File: config.mk
export PLATFORM = sky130hd
export DESIGN_NAME = note_gate_sequencer
export DESIGN_NICKNAME = d
export VERILOG_FILES = /design/src/rtl/note_seq_pkg.sv /design/src/rtl/seq_step_next.sv /design/src/rtl/note_gate_sequencer.sv
export SDC_FILE = /design/constraint.sdc
export NUM_CORES = 1
export LEC_CHECK = 0
export ABC_AREA = 1
export CAP_MARGIN = 20
export CORE_UTILIZATION = 53
export CTS_CLUSTER_DIAMETER = 200
export DETAILED_ROUTE_END_ITERATION = 7
export PLACE_DENSITY = 0.86
export SLEW_MARGIN = 0
export SYNTH_ARGS = -nofsm -noshare
export SYNTH_HDL_FRONTEND = slang
export SYNTH_SLANG_ARGS = --single-unit
File: constraint.sdc
create_clock -name i_clk -period 3.5 [get_ports i_clk]
set_input_delay 0.7 -clock i_clk [delete_from_list [all_inputs] [get_ports i_clk]]
set_output_delay 0.7 -clock i_clk [all_outputs]
set_load 0.1 [all_outputs]
File: src/rtl/note_seq_pkg.sv
// Shared encodings for the note gate sequencer: play modes, pingpong direction
// and FSM state.
package note_seq_pkg;

  localparam logic [1:0] MODE_UP       = 2'd0;
  localparam logic [1:0] MODE_DOWN     = 2'd1;
  localparam logic [1:0] MODE_PINGPONG = 2'd2;
  localparam logic [1:0] MODE_HOLD     = 2'd3;

  localparam logic DIR_UP   = 1'b0;
  localparam logic DIR_DOWN = 1'b1;

  typedef enum logic [1:0] {
    ST_IDLE = 2'd0,
    ST_GAP  = 2'd1,
    ST_GATE = 2'd2,
    ST_WAIT = 2'd3
  } seq_state_t;

endpackage

File: src/rtl/seq_step_next.sv
// Combinational next step index and pingpong direction for one accepted tick.
// Endpoints are not repeated in pingpong; any non-pingpong mode resets direction to up.
module seq_step_next
  import note_seq_pkg::*;
#(
  parameter int NUM_STEPS = 16,
  parameter int IDX_W     = $clog2(NUM_STEPS)
) (
  input  logic [IDX_W-1:0] i_idx,
  input  logic             i_dir,
  input  logic [1:0]       i_mode,
  input  logic             i_first,
  output logic [IDX_W-1:0] o_idx,
  output logic             o_dir
);

  localparam logic [IDX_W-1:0] LAST = IDX_W'(NUM_STEPS - 1);
  localparam logic [IDX_W-1:0] ZERO = '0;
  localparam logic [IDX_W-1:0] ONE  = IDX_W'(1);

  always_comb begin
    o_idx = i_idx;
    o_dir = DIR_UP;
    if (i_first) begin
      o_idx = (i_mode == MODE_DOWN) ? LAST : ZERO;
    end else begin
      case (i_mode)
        MODE_UP:   o_idx = (i_idx == LAST) ? ZERO : i_idx + ONE;
        MODE_DOWN: o_idx = (i_idx == ZERO) ? LAST : i_idx - ONE;
        MODE_PINGPONG: begin
          if (i_dir == DIR_UP) begin
            if (i_idx == LAST) begin
              o_idx = i_idx - ONE;
              o_dir = DIR_DOWN;
            end else begin
              o_idx = i_idx + ONE;
            end
          end else begin
            if (i_idx == ZERO) begin
              o_idx = ONE;
            end else begin
              o_idx = i_idx - ONE;
              o_dir = DIR_DOWN;
            end
          end
        end
        default: o_idx = i_idx;
      endcase
    end
  end

endmodule

File: src/rtl/note_gate_sequencer.sv
// Step-tick driven gate sequencer feeding the ADSR bank; a one-cycle GAP before
// every gate guarantees a fresh rising edge even when the same step repeats.
//   IDLE | disabled, outputs low, next run restarts the pattern
//   GAP  | one cycle after an accepted tick, new index, strobe high
//   GATE | trigger[step_idx] high while the gate counter runs (or legato)
//   WAIT | gate finished or step muted, waiting for the next tick
module note_gate_sequencer
  import note_seq_pkg::*;
#(
  parameter int NUM_STEPS = 16,
  parameter int IDX_W     = $clog2(NUM_STEPS),
  parameter int GATE_W    = 8
) (
  input  logic                 i_clk,
  input  logic                 i_reset,
  input  logic                 i_enable,
  input  logic                 i_step_tick,
  input  logic [1:0]           i_mode,
  input  logic [NUM_STEPS-1:0] i_step_mask,
  input  logic [GATE_W-1:0]    i_gate_len,
  output logic [NUM_STEPS-1:0] o_trigger,
  output logic [IDX_W-1:0]     o_step_idx,
  output logic                 o_step_strobe
);

  seq_state_t           r_state, w_state_nxt;
  logic [IDX_W-1:0]     r_idx, w_idx_nxt, w_step_idx;
  logic                 r_dir, w_dir_nxt, w_step_dir;
  logic                 r_first, w_first_nxt;
  logic [GATE_W-1:0]    r_cnt, w_cnt_nxt;
  logic [NUM_STEPS-1:0] r_trigger, w_trig_nxt;
  logic                 r_strobe, w_strobe_nxt;
  logic                 w_tick_acc;

  seq_step_next #(
    .NUM_STEPS(NUM_STEPS),
    .IDX_W    (IDX_W)
  ) u_step_next (
    .i_idx  (r_idx),
    .i_dir  (r_dir),
    .i_mode (i_mode),
    .i_first(r_first),
    .o_idx  (w_step_idx),
    .o_dir  (w_step_dir)
  );

  assign w_tick_acc = i_step_tick && i_enable &&
                      ((r_state == ST_GATE) || (r_state == ST_WAIT));

  always_ff @(posedge i_clk) begin
    if (i_reset) begin
      r_state   <= ST_IDLE;
      r_idx     <= '0;
      r_dir     <= DIR_UP;
      r_first   <= 1'b1;
      r_cnt     <= '0;
      r_trigger <= '0;
      r_strobe  <= 1'b0;
    end else begin
      r_state   <= w_state_nxt;
      r_idx     <= w_idx_nxt;
      r_dir     <= w_dir_nxt;
      r_first   <= w_first_nxt;
      r_cnt     <= w_cnt_nxt;
      r_trigger <= w_trig_nxt;
      r_strobe  <= w_strobe_nxt;
    end
  end

  always_comb begin
    w_state_nxt = r_state;
    w_idx_nxt   = r_idx;
    w_dir_nxt   = r_dir;
    w_first_nxt = r_first;
    w_cnt_nxt   = r_cnt;
    if (!i_enable) begin
      w_state_nxt = ST_IDLE;
      w_first_nxt = 1'b1;
    end else if (w_tick_acc) begin
      w_state_nxt = ST_GAP;
      w_idx_nxt   = w_step_idx;
      w_dir_nxt   = w_step_dir;
      w_first_nxt = 1'b0;
    end else begin
      case (r_state)
        ST_IDLE: begin
          w_state_nxt = ST_WAIT;
          w_first_nxt = 1'b1;
        end
        ST_GAP: begin
          if (i_step_mask[r_idx]) begin
            w_state_nxt = ST_GATE;
            w_cnt_nxt   = i_gate_len;
          end else begin
            w_state_nxt = ST_WAIT;
          end
        end
        ST_GATE: begin
          // A zero count means legato: hold until the next accepted tick.
          if (r_cnt == GATE_W'(1)) begin
            w_state_nxt = ST_WAIT;
            w_cnt_nxt   = '0;
          end else if (r_cnt != '0) begin
            w_cnt_nxt = r_cnt - GATE_W'(1);
          end
        end
        ST_WAIT: w_state_nxt = ST_WAIT;
        default: w_state_nxt = ST_IDLE;
      endcase
    end
  end

  always_comb begin
    w_trig_nxt = '0;
    if (w_state_nxt == ST_GATE) begin
      w_trig_nxt[w_idx_nxt] = 1'b1;
    end
    w_strobe_nxt = (w_state_nxt == ST_GAP);
  end

  assign o_trigger     = r_trigger;
  assign o_step_idx    = r_idx;
  assign o_step_strobe = r_strobe;

endmodule

==> results of run 1 <==
==> final cells by class <==
| cell class | count | area (um^2) |
|---|---|---|
| Multi-Input combinational cell | 229 | 1180 |
| Fill cell | 325 | 1020 |
| Sequential cell | 33 | 661 |
| Timing Repair Buffer | 50 | 490 |
| Inverter | 35 | 131 |
| Clock buffer | 7 | 86.3 |
| Tap cell | 48 | 60.1 |
| Clock inverter | 1 | 30.0 |
==> state kept, by name, indices dropped and copies added (netlist names) <==
register       count
r_dir              1
o_trigger         16
o_step_idx         4
r_first            1
o_step_strobe      1
r_state            2
r_cnt              8
==> power groups by stage <==
stage	registers, mW	clock network, mW	logic [mW]
floorplan	0.432	0	0.146
global placement	0.413	0	0.228
detailed placement	0.414	0	0.235
CTS	0.406	0.369	0.236
global route	0.408	0.386	0.265
finish	0.406	0.369	0.237
==> cells in the final DEF (no fill, tap or decap), types with 2 or more instances in the layout <==
master / instances
o21ai_0: 12
nand2_1: 83
buf_4: 4
a21oi_1: 17
nor2_2: 2
nand3_4: 2
o21ai_1: 4
inv_1: 30
nand4_1: 4
nor2_1: 48
xor2_1: 4
clkdlybuf4s50_1: 46
xnor2_1: 2
nand2_2: 3
nand3_2: 4
clkbuf_8: 6
inv_2: 4
nor3_1: 2
a22oi_1: 2
o21ai_2: 2
nand3_1: 19
dfxtp_1: 33
ha_1: 9
a21oi_2: 2
==> cells by family (layout without fill, tap and decap cells) <==
kind of cell / after synthesis / count (layout) / synth area share, %
and+or+nand+nor: 171 / 171 / 38.0
AOI/OAI and AO/OA: 43 / 43 / 12.6
buffers and inverters: 40 / 93 / 8.28
DFF: 33 / 33 / 32.9
adders and majority gates: 9 / 9 / 5.60
xor gates and xnor gates: 6 / 6 / 2.61
==> synthesized netlist by cell type (all sizes together) <==
| cell | count | area (um^2) |
|---|---|---|
| a21oi | 19 | 103 |
| a22oi | 2 | 15.0 |
| a31oi | 1 | 6.26 |
| buf | 4 | 31.3 |
| clkbuf | 1 | 3.75 |
| clkinv | 1 | 3.75 |
| dfxtp | 33 | 661 |
| ha | 9 | 113 |
| inv | 34 | 128 |
| nand2 | 87 | 342 |
| nand3 | 25 | 170 |
| nand3b | 1 | 7.51 |
| nand4 | 4 | 25.0 |
| nor2 | 51 | 204 |
| nor3 | 2 | 10.0 |
| o211ai | 1 | 7.51 |
| o21ai | 19 | 114 |
| o2bb2ai | 1 | 8.76 |
| or2 | 1 | 6.26 |
| xnor2 | 2 | 17.5 |
| xor2 | 4 | 35.0 |
==> worst min-delay path: stages (launching register included) <==
cell	delay, ps
dfxtp_1	310
nand2_1	60
a21oi_1	50
==> metal layers <==
layer  global-route usage (%)  vias up  part of all wire, %
met5                        0        -                    0
met4                     10.8        0                  1.7
li1                         -     1065                    -
met1                     29.7      933                   44
met3                     5.07       10                  4.0
met2                     49.1       56                   50
==> final timing paths <==
kind	from	endpoint	slack, ps	cells past startpoint
worst min register to register	r_cnt[1]$_SDFFE_PP0P_	r_cnt[1]$_SDFFE_PP0P_	480	2
worst min-delay path	r_cnt[1]$_SDFFE_PP0P_	r_cnt[1]$_SDFFE_PP0P_	480	2
worst max-delay path	o_trigger[10]$_SDFF_PP0_	o_trigger[10]	1050	1
worst max register to register	o_step_idx[0]$_SDFF_PP0_	o_trigger[9]$_SDFF_PP0_	1230	11
==> stage by stage <==
stage | area (um^2) | hold slack (ps)
5_1_grt | 2640 | 509
4_1_cts | 2640 | 485
2_1_floorplan | 2010 | 440
6_report | 2640 | 477
3_3_place_gp | 2530 | 474
3_5_place_dp | 2530 | 476
==> results.yml, run 1 <==
sta:
  fin_ws_ps: 1050
  finalHoldViolations: 0
  finalCritPeriodShare_pct: 69.9
  clock.fmax_ghz: 0.409
  tns_ps: 0
  setup-violations-final: 0
  worstMarginPinSlew_ps: 983
  finalClockSkew_ps: 11.7
  slew_violations: 0
  slew_headroom_pct: 34.2
  final.min_clock_period_ps: 2450
  rsz0062_at_grt: "false"
clocking:
  clock_path_buffers: 2
  path_clk_slew_ps: 60
  cts-resized-gates: 0
  cts_hold_buf: 0
  post_cts_buffers: 0
  cts.sink_count: 33
  cts_root_buf: "clkbuf_8"
  cts_tree: "done"
  clock_latency_ps: 290
  cts_max_level: 2
  cts_made_buffers: 5
routing:
  drtIter0Drc: 119
  vias_per_cell: 5.12
  firstDrtPassIters: 5
  antenna_left: 0
  wl_per_cell_um: 12.0
  drc_errors: 0
  wl_um: 4820
  vias: 2064
power_and_ir_drop:
  switchingPower_uw: 299
  p_per_area_mw_per_mm2: 383
  p_sw_share_pct: 29.5
  p_leak_nw: 1.18
  p_int_uw: 713
  pwr-share-clk_pct: 36.4
  pwr-share-comb_pct: 23.5
  pwr-share-seq_pct: 40.1
  ir_drop_mv: 0.349
  total_power_mw: 1.01
synthesis:
  syn-instance-count: 302
  synthesis.nets: 341
  synth-seq-cells: 33
  netlist_area_mm2: 0.00201
  yosysSeqAreaShare_pct: 32.9
  synth.yosys.warnings: 0
  yosysUniqueCellTypes: 34
  avgSynthCellArea_um2: 6.66
grt:
  grt_first_pass_wirelength_um: 8520
  grt_remaining_overflow: 0
  grt_usage_pct: 26.7
  antenna_found_initial: 0
  grt_max_degree: 15
  grt_pass1_vias: 2014
floorplan:
  die_width_um: 63.6
  start_util_pct: 54.9
  core_mm2: 0.00366
  row_count: 22
  io-pin-count: 51
  die_h_um: 63.6
  dieArea_mm2: 0.00404
setup_path:
  crit_arrival_ps: 1750
  cpMaxStageDelayCell: "clkdlybuf4s50_1"
  critPathBufInv: 1
  cp_slowest_stage_delay_ps: 1140
  critPathRequiredTime_ps: 2800
  crit_fanout: 1
  worst-setup-path-type: "flip-flop to output port"
  cp_top_family: "buffers and inverters"
  worstSetupStartpointType: "flip-flop"
  crit_chain: "clkdlybuf4s50_1"
  end_kind: "output port"
placed_design:
  port-buffer-count: 50
  place_inst: 395
  post-dp-hpwl_um: 3710
  routabilityCongestion: 0.931
  dp_slack_ps: 1090
finish:
  fin_cells: 403
  nNetsFinal: 393
  post-route-util_pct: 72.2
  num_antenna_cells: 0
  areaGrowthSynthToFinish_pct: 31.4
  drive_above_1_share_pct: 9.58
job:
  drv_cap: 0
min_path:
  worstHoldPathType: "flip-flop to flip-flop"
run_status:
  status: "finished, final reports clean"
Note: power is estimated with default switching activity, not from simulation.
==> inputs of run 2 (changes only) <==
--- a/config.mk
+++ b/config.mk
@@ -7,10 +7,10 @@
 export LEC_CHECK = 0
 export ABC_AREA = 1
 export CAP_MARGIN = 20
-export CORE_UTILIZATION = 53
+export CORE_UTILIZATION = 44
 export CTS_CLUSTER_DIAMETER = 200
 export DETAILED_ROUTE_END_ITERATION = 7
-export PLACE_DENSITY = 0.86
+export PLACE_DENSITY = 0.77
 export SLEW_MARGIN = 0
 export SYNTH_ARGS = -nofsm -noshare
 export SYNTH_HDL_FRONTEND = slang
==> constraint.sdc (replaced) <==
create_clock -name i_clk -period 2.2 [get_ports i_clk]
set_input_delay 0.44 -clock i_clk [delete_from_list [all_inputs] [get_ports i_clk]]
set_output_delay 0.44 -clock i_clk [all_outputs]
set_load 0.1 [all_outputs]
==> run 2 against run 1 <==
Against the previous run:
- register-to-register slack got worse by 950 ps
- wire length rose by 1.1%
- flip-flop and latch count is the same
- clock skew shrank 8.9 ps
- clock power is 59% higher
- utilization decreased by 11 points
- non-clock buffer count is 6 higher
- sequential power is 58% higher
- sequential share of layout area down 0.12 points
- count of clock-buffer cells in the layout did not move
- via count fell by 0.39%
==> results.yml, run 2 (same netlist as run 1, synthesis figures left out) <==
routing:
  drc_errors: 0
  antenna_left: 0
  vias: 2056
  wl_um: 4870
  wl_per_cell_um: 11.8
  firstDrtPassIters: 4
  drtIter0Drc: 125
  vias_per_cell: 4.98
setup_path:
  worstSetupStartpointType: "flip-flop"
  worst-setup-path-type: "flip-flop to flip-flop"
  r2r_cells: 11
  critPathCapture: "r_cnt[4]$_SDFFE_PP0P_"
  r2r-end: "r_cnt[4]$_SDFFE_PP0P_"
  crit_fanout: 7
  critPathRequiredTime_ps: 2370
  r2r-start: "r_state[0]$_SDFF_PP0_"
  crit_arrival_ps: 2090
  end_kind: "flip-flop"
  startpoint: "r_state[0]$_SDFF_PP0_"
  r2r_slack_ps: 280
clocking:
  clock_path_buffers: 2
  post_cts_buffers: 0
  cts_max_level: 2
  cts_tree: "done"
  path_clk_slew_ps: 70
  cts_hold_buf: 0
  clock_latency_ps: 280
  cts.sink_count: 33
  cts-resized-gates: 0
  cts_made_buffers: 5
  cts_root_buf: "clkbuf_8"
power_and_ir_drop:
  p_leak_nw: 1.25
  ir_drop_mv: 0.456
  p_per_area_mw_per_mm2: 607
sta:
  setup-violations-final: 0
  worstMarginPinSlew_ps: 401
  tns_ps: 0
  rsz0062_at_grt: "false"
  finalClockSkew_ps: 2.88
  slew_headroom_pct: 73.2
  finalHoldViolations: 0
  slew_violations: 0
  finalCritPeriodShare_pct: 87.4
  final.min_clock_period_ps: 1920
  clock.fmax_ghz: 0.520
job:
  drv_cap: 0
finish:
  largest_reg_flops: 16
  layout_common_cells: "83 x nand2_1, 48 x nor2_1, 31 x dfxtp_1, 30 x inv_1, 29 x clkdlybuf4s50_1"
  post-route-util_pct: 60.8
  stdcell_area_mm2: 0.00267
  layout_commonest_cell: "nand2_1"
  drive_above_1_share_pct: 16.3
  num_antenna_cells: 0
  nNetsFinal: 399
  areaGrowthSynthToFinish_pct: 32.5
floorplan:
  core_mm2: 0.00438
  row_count: 24
  die_width_um: 69.6
  io-pin-count: 51
  start_util_pct: 45.9
  die_h_um: 69.6
  dieArea_mm2: 0.00484
grt:
  grt_first_pass_wirelength_um: 8650
  grt_max_degree: 13
  grt_usage_pct: 21.7
  grt_pass1_vias: 2034
  grt_remaining_overflow: 0
  antenna_found_initial: 0
run_status:
  status: "finished, final reports clean"
placed_design:
  post-dp-hpwl_um: 3780
  port-buffer-count: 50
  place_area_mm2: 0.00255
  routabilityCongestion: 0.958
min_path:
  hp-start: "r_cnt[1]$_SDFFE_PP0P_"
  worstHoldPathType: "flip-flop to flip-flop"
[run 2: worst max-delay path, cell delays in order, from the launching register on]
cell,delay [ps]
dfxtp_1,360
inv_1,90
ha_1,280
o21ai_4,290
inv_2,80
nor3_1,120
o21ai_1,110
inv_2,120
buf_4,150
nand3_1,80
nand2_1,80
a21oi_1,40
[run 2: through the flow]
step	hold slack (ps)	instances	setup slack, ps	total power, mW
after floorplan	440	302	32.4	0.919
after global placement	453	405	74.9	1.03
after detailed placement	461	405	48.8	1.04
after CTS	471	413	273	1.62
after global routing	499	413	94.8	1.70
final	473	413	278	1.62
[run 2: how the worst min path moves through the flow]
stage | slack [ps] | to | depth (start not counted)
4_1_cts | 470 | r_cnt[1]$_SDFFE_PP0P_ | 2
3_5_place_dp | 460 | r_cnt[1]$_SDFFE_PP0P_ | 2
6_report | 470 | r_cnt[1]$_SDFFE_PP0P_ | 2
2_1_floorplan | 440 | r_cnt[1]$_SDFFE_PP0P_ | 2
3_3_place_gp | 450 | r_cnt[1]$_SDFFE_PP0P_ | 2
5_1_grt | 500 | r_cnt[1]$_SDFFE_PP0P_ | 2
[run 2: cell type report]
class,instances,area [um^2]
clock buffer,7,86.3
sequential,33,663
timing repair buffer,56,505
multi-input combinational,229,1180
inverter,35,131
clock inverter,1,30.0
tap,52,65.1
fill,439,1720
[run 2: power breakdown]
part | total (mW) | switching (mW) | internal (mW)
Clock | 0.588 | 0.219 | 0.369
Combinational | 0.389 | 0.235 | 0.155
Sequential | 0.641 | 0.0217 | 0.619
Total | 1.62 | 0.476 | 1.14
[run 2: per-layer routing]
| layer | vias to the layer above | part of all wire (%) | track usage (%) |
|---|---|---|---|
| li1 | 1075 | - | - |
| met1 | 936 | 44 | 26.4 |
| met2 | 39 | 51 | 38.6 |
| met3 | 6 | 3.3 | 3.92 |
| met4 | 0 | 1.2 | 6.80 |
| met5 | - | 0 | 0 |
==> inputs of run 3 (changes only) <==
--- a/config.mk
+++ b/config.mk
@@ -7,6 +7,7 @@
 export LEC_CHECK = 0
 export ABC_AREA = 1
 export CAP_MARGIN = 20
+export CORE_MARGIN = 1.5
 export CORE_UTILIZATION = 44
 export CTS_CLUSTER_DIAMETER = 200
 export DETAILED_ROUTE_END_ITERATION = 7
==> run 3 against run 2 <==
Against the previous run:
- global-route usage shrank 0.93 points
- clock skew grew 3.1 ps
- hold slack lost 4.2 ps
- combinational power shrank 1%
- first-iteration DRC count shrank 2.4%
- wire length shrank 1.6%
- count of clock-buffer cells in the layout shrank 2
- sequential share of layout area grew 0.36 points
- flip-flop and latch count is the same
- worst setup slack gained 7.4 ps
- total power shrank 9.3%
- die area grew 2.9%
- highest routed layer unchanged
==> results.yml, run 3 (same netlist as run 1, synthesis figures left out) <==
sta:
  tns_ps: 0
  rsz0062_at_grt: "false"
  slew_violations: 0
  finalCritPeriodShare_pct: 87.0
  slew_headroom_pct: 72.8
  finalHoldViolations: 0
  finalClockSkew_ps: 5.98
  final.min_clock_period_ps: 1910
  setup-violations-final: 0
  clock.fmax_ghz: 0.522
  worstMarginPinSlew_ps: 407
finish:
  largest_reg_flops: 16
  nFillCells: 427
  num_antenna_cells: 0
  layout_common_cells: "83 x nand2_1, 48 x nor2_1, 31 x dfxtp_1, 30 x inv_1, 29 x clkdlybuf4s50_1"
  drive_above_1_share_pct: 16.4
  multi_input_area_mm2: 0.00118
  areaGrowthSynthToFinish_pct: 30.7
  regArea_um2: 663
  nNetsFinal: 398
  layout_commonest_cell: "nand2_1"
clocking:
  cts_max_level: 2
  cts_root_buf: "clkbuf_8"
  cts.sink_count: 33
  cts_made_buffers: 5
  cts_tree: "done"
  cts_hold_buf: 0
  path_clk_slew_ps: 70
  clock_path_buffers: 2
  post_cts_buffers: 0
  cts-resized-gates: 0
  clock_latency_ps: 280
grt:
  antenna_found_initial: 0
  grt_usage_pct: 20.8
  grt_first_pass_wirelength_um: 8440
  grt_remaining_overflow: 0
  grt_pass1_vias: 1953
  grt_max_degree: 13
floorplan:
  dieArea_mm2: 0.00498
  die_width_um: 70.6
  die_h_um: 70.6
  core_mm2: 0.00438
  io-pin-count: 51
  start_util_pct: 45.9
  row_count: 24
routing:
  antenna_left: 0
  vias_per_cell: 4.93
  vias: 2030
  drtIter0Drc: 122
  wl_um: 4790
  drc_errors: 0
  wl_per_cell_um: 11.6
  firstDrtPassIters: 4
setup_path:
  critPathRequiredTime_ps: 2410
  worstSetupStartpointType: "input pin"
  crit_fanout: 7
  worst-setup-path-type: "input pin to flip-flop"
  end_kind: "flip-flop"
  crit_arrival_ps: 2130
placed_design:
  routabilityCongestion: 0.940
  port-buffer-count: 50
  post-dp-hpwl_um: 3760
power_and_ir_drop:
  total_power_mw: 1.47
  ir_drop_mv: 0.430
  p_per_area_mw_per_mm2: 559
  p_leak_nw: 1.23
run_status:
  status: "finished, final reports clean"
job:
  drv_cap: 0
min_path:
  worstHoldPathType: "flip-flop to flip-flop"
[run 3: changes by cell type in the layout (fill, tap and decap cells not counted)]
cell	previous run	this run
buf_4	26	25
clkbuf_8	6	5
clkinv_2	0	2
clkinvlp_4	0	1
bufinv_16	1	0
clkbuf_1	1	0
[run 3: layer usage]
layer	track usage (%)	share of wire (%)	wire length (um)
met1	25.3	45	2170
met3	3.85	3.2	155
met5	0	0	0
met4	6.92	1.3	63
met2	37.0	50	2400
[run 3: worst paths after layout]
| path | cells past startpoint | slack [ps] | from | end |
|---|---|---|---|---|
| worst max-delay path | 9 | 290 | i_mode[1] | o_trigger[1]$_SDFF_PP0_ |
| worst min-delay path | 2 | 470 | r_cnt[1]$_SDFFE_PP0P_ | r_cnt[1]$_SDFFE_PP0P_ |
| worst max register to register | 11 | 310 | r_state[0]$_SDFF_PP0_ | r_cnt[4]$_SDFFE_PP0P_ |
| worst min register to register | 2 | 470 | r_cnt[1]$_SDFFE_PP0P_ | r_cnt[1]$_SDFFE_PP0P_ |
[run 3: worst max-delay path, stage by stage]
cell and delay [ps]:
clkdlybuf4s50_1 520, inv_1 70, nand2_1 150, inv_1 100, a21oi_2 320, nand2_1 90
o21ai_1 130, nand2_1 160, nor2_1 150
[run 3: report_power, final]
| part | total (mW) | internal [mW] | switching [mW] | leakage (nW) |
|---|---|---|---|---|
| combinational | 0.385 | 0.153 | 0.231 | 0.922 |
| clock | 0.444 | 0.218 | 0.226 | 0.0439 |
| sequential | 0.640 | 0.619 | 0.0211 | 0.269 |
| total | 1.47 | 0.991 | 0.478 | 1.23 |
[run 3: per-stage QoR]
step	instances	utilization [%]	cell area (um^2)	hold slack (ps)	setup slack (ps)
finish	412	59.9	2630	469	285
global route	412	59.9	2630	499	63.2
CTS	412	59.9	2630	473	297
detailed placement	404	58.0	2540	462	12.1
global placement	404	58.0	2540	452	51.1
floorplan	302	-	2010	440	32.4
[run 3: final cells by class]
cell class | count | area share [%]
inverters | 35 | 5.00
flip-flops and latches | 33 | 25.2
clock buffers | 5 | 2.62
repair buffers | 55 | 19.0
well taps | 52 | 2.48
multi-input cells | 229 | 45.0
clock inverters | 3 | 0.667
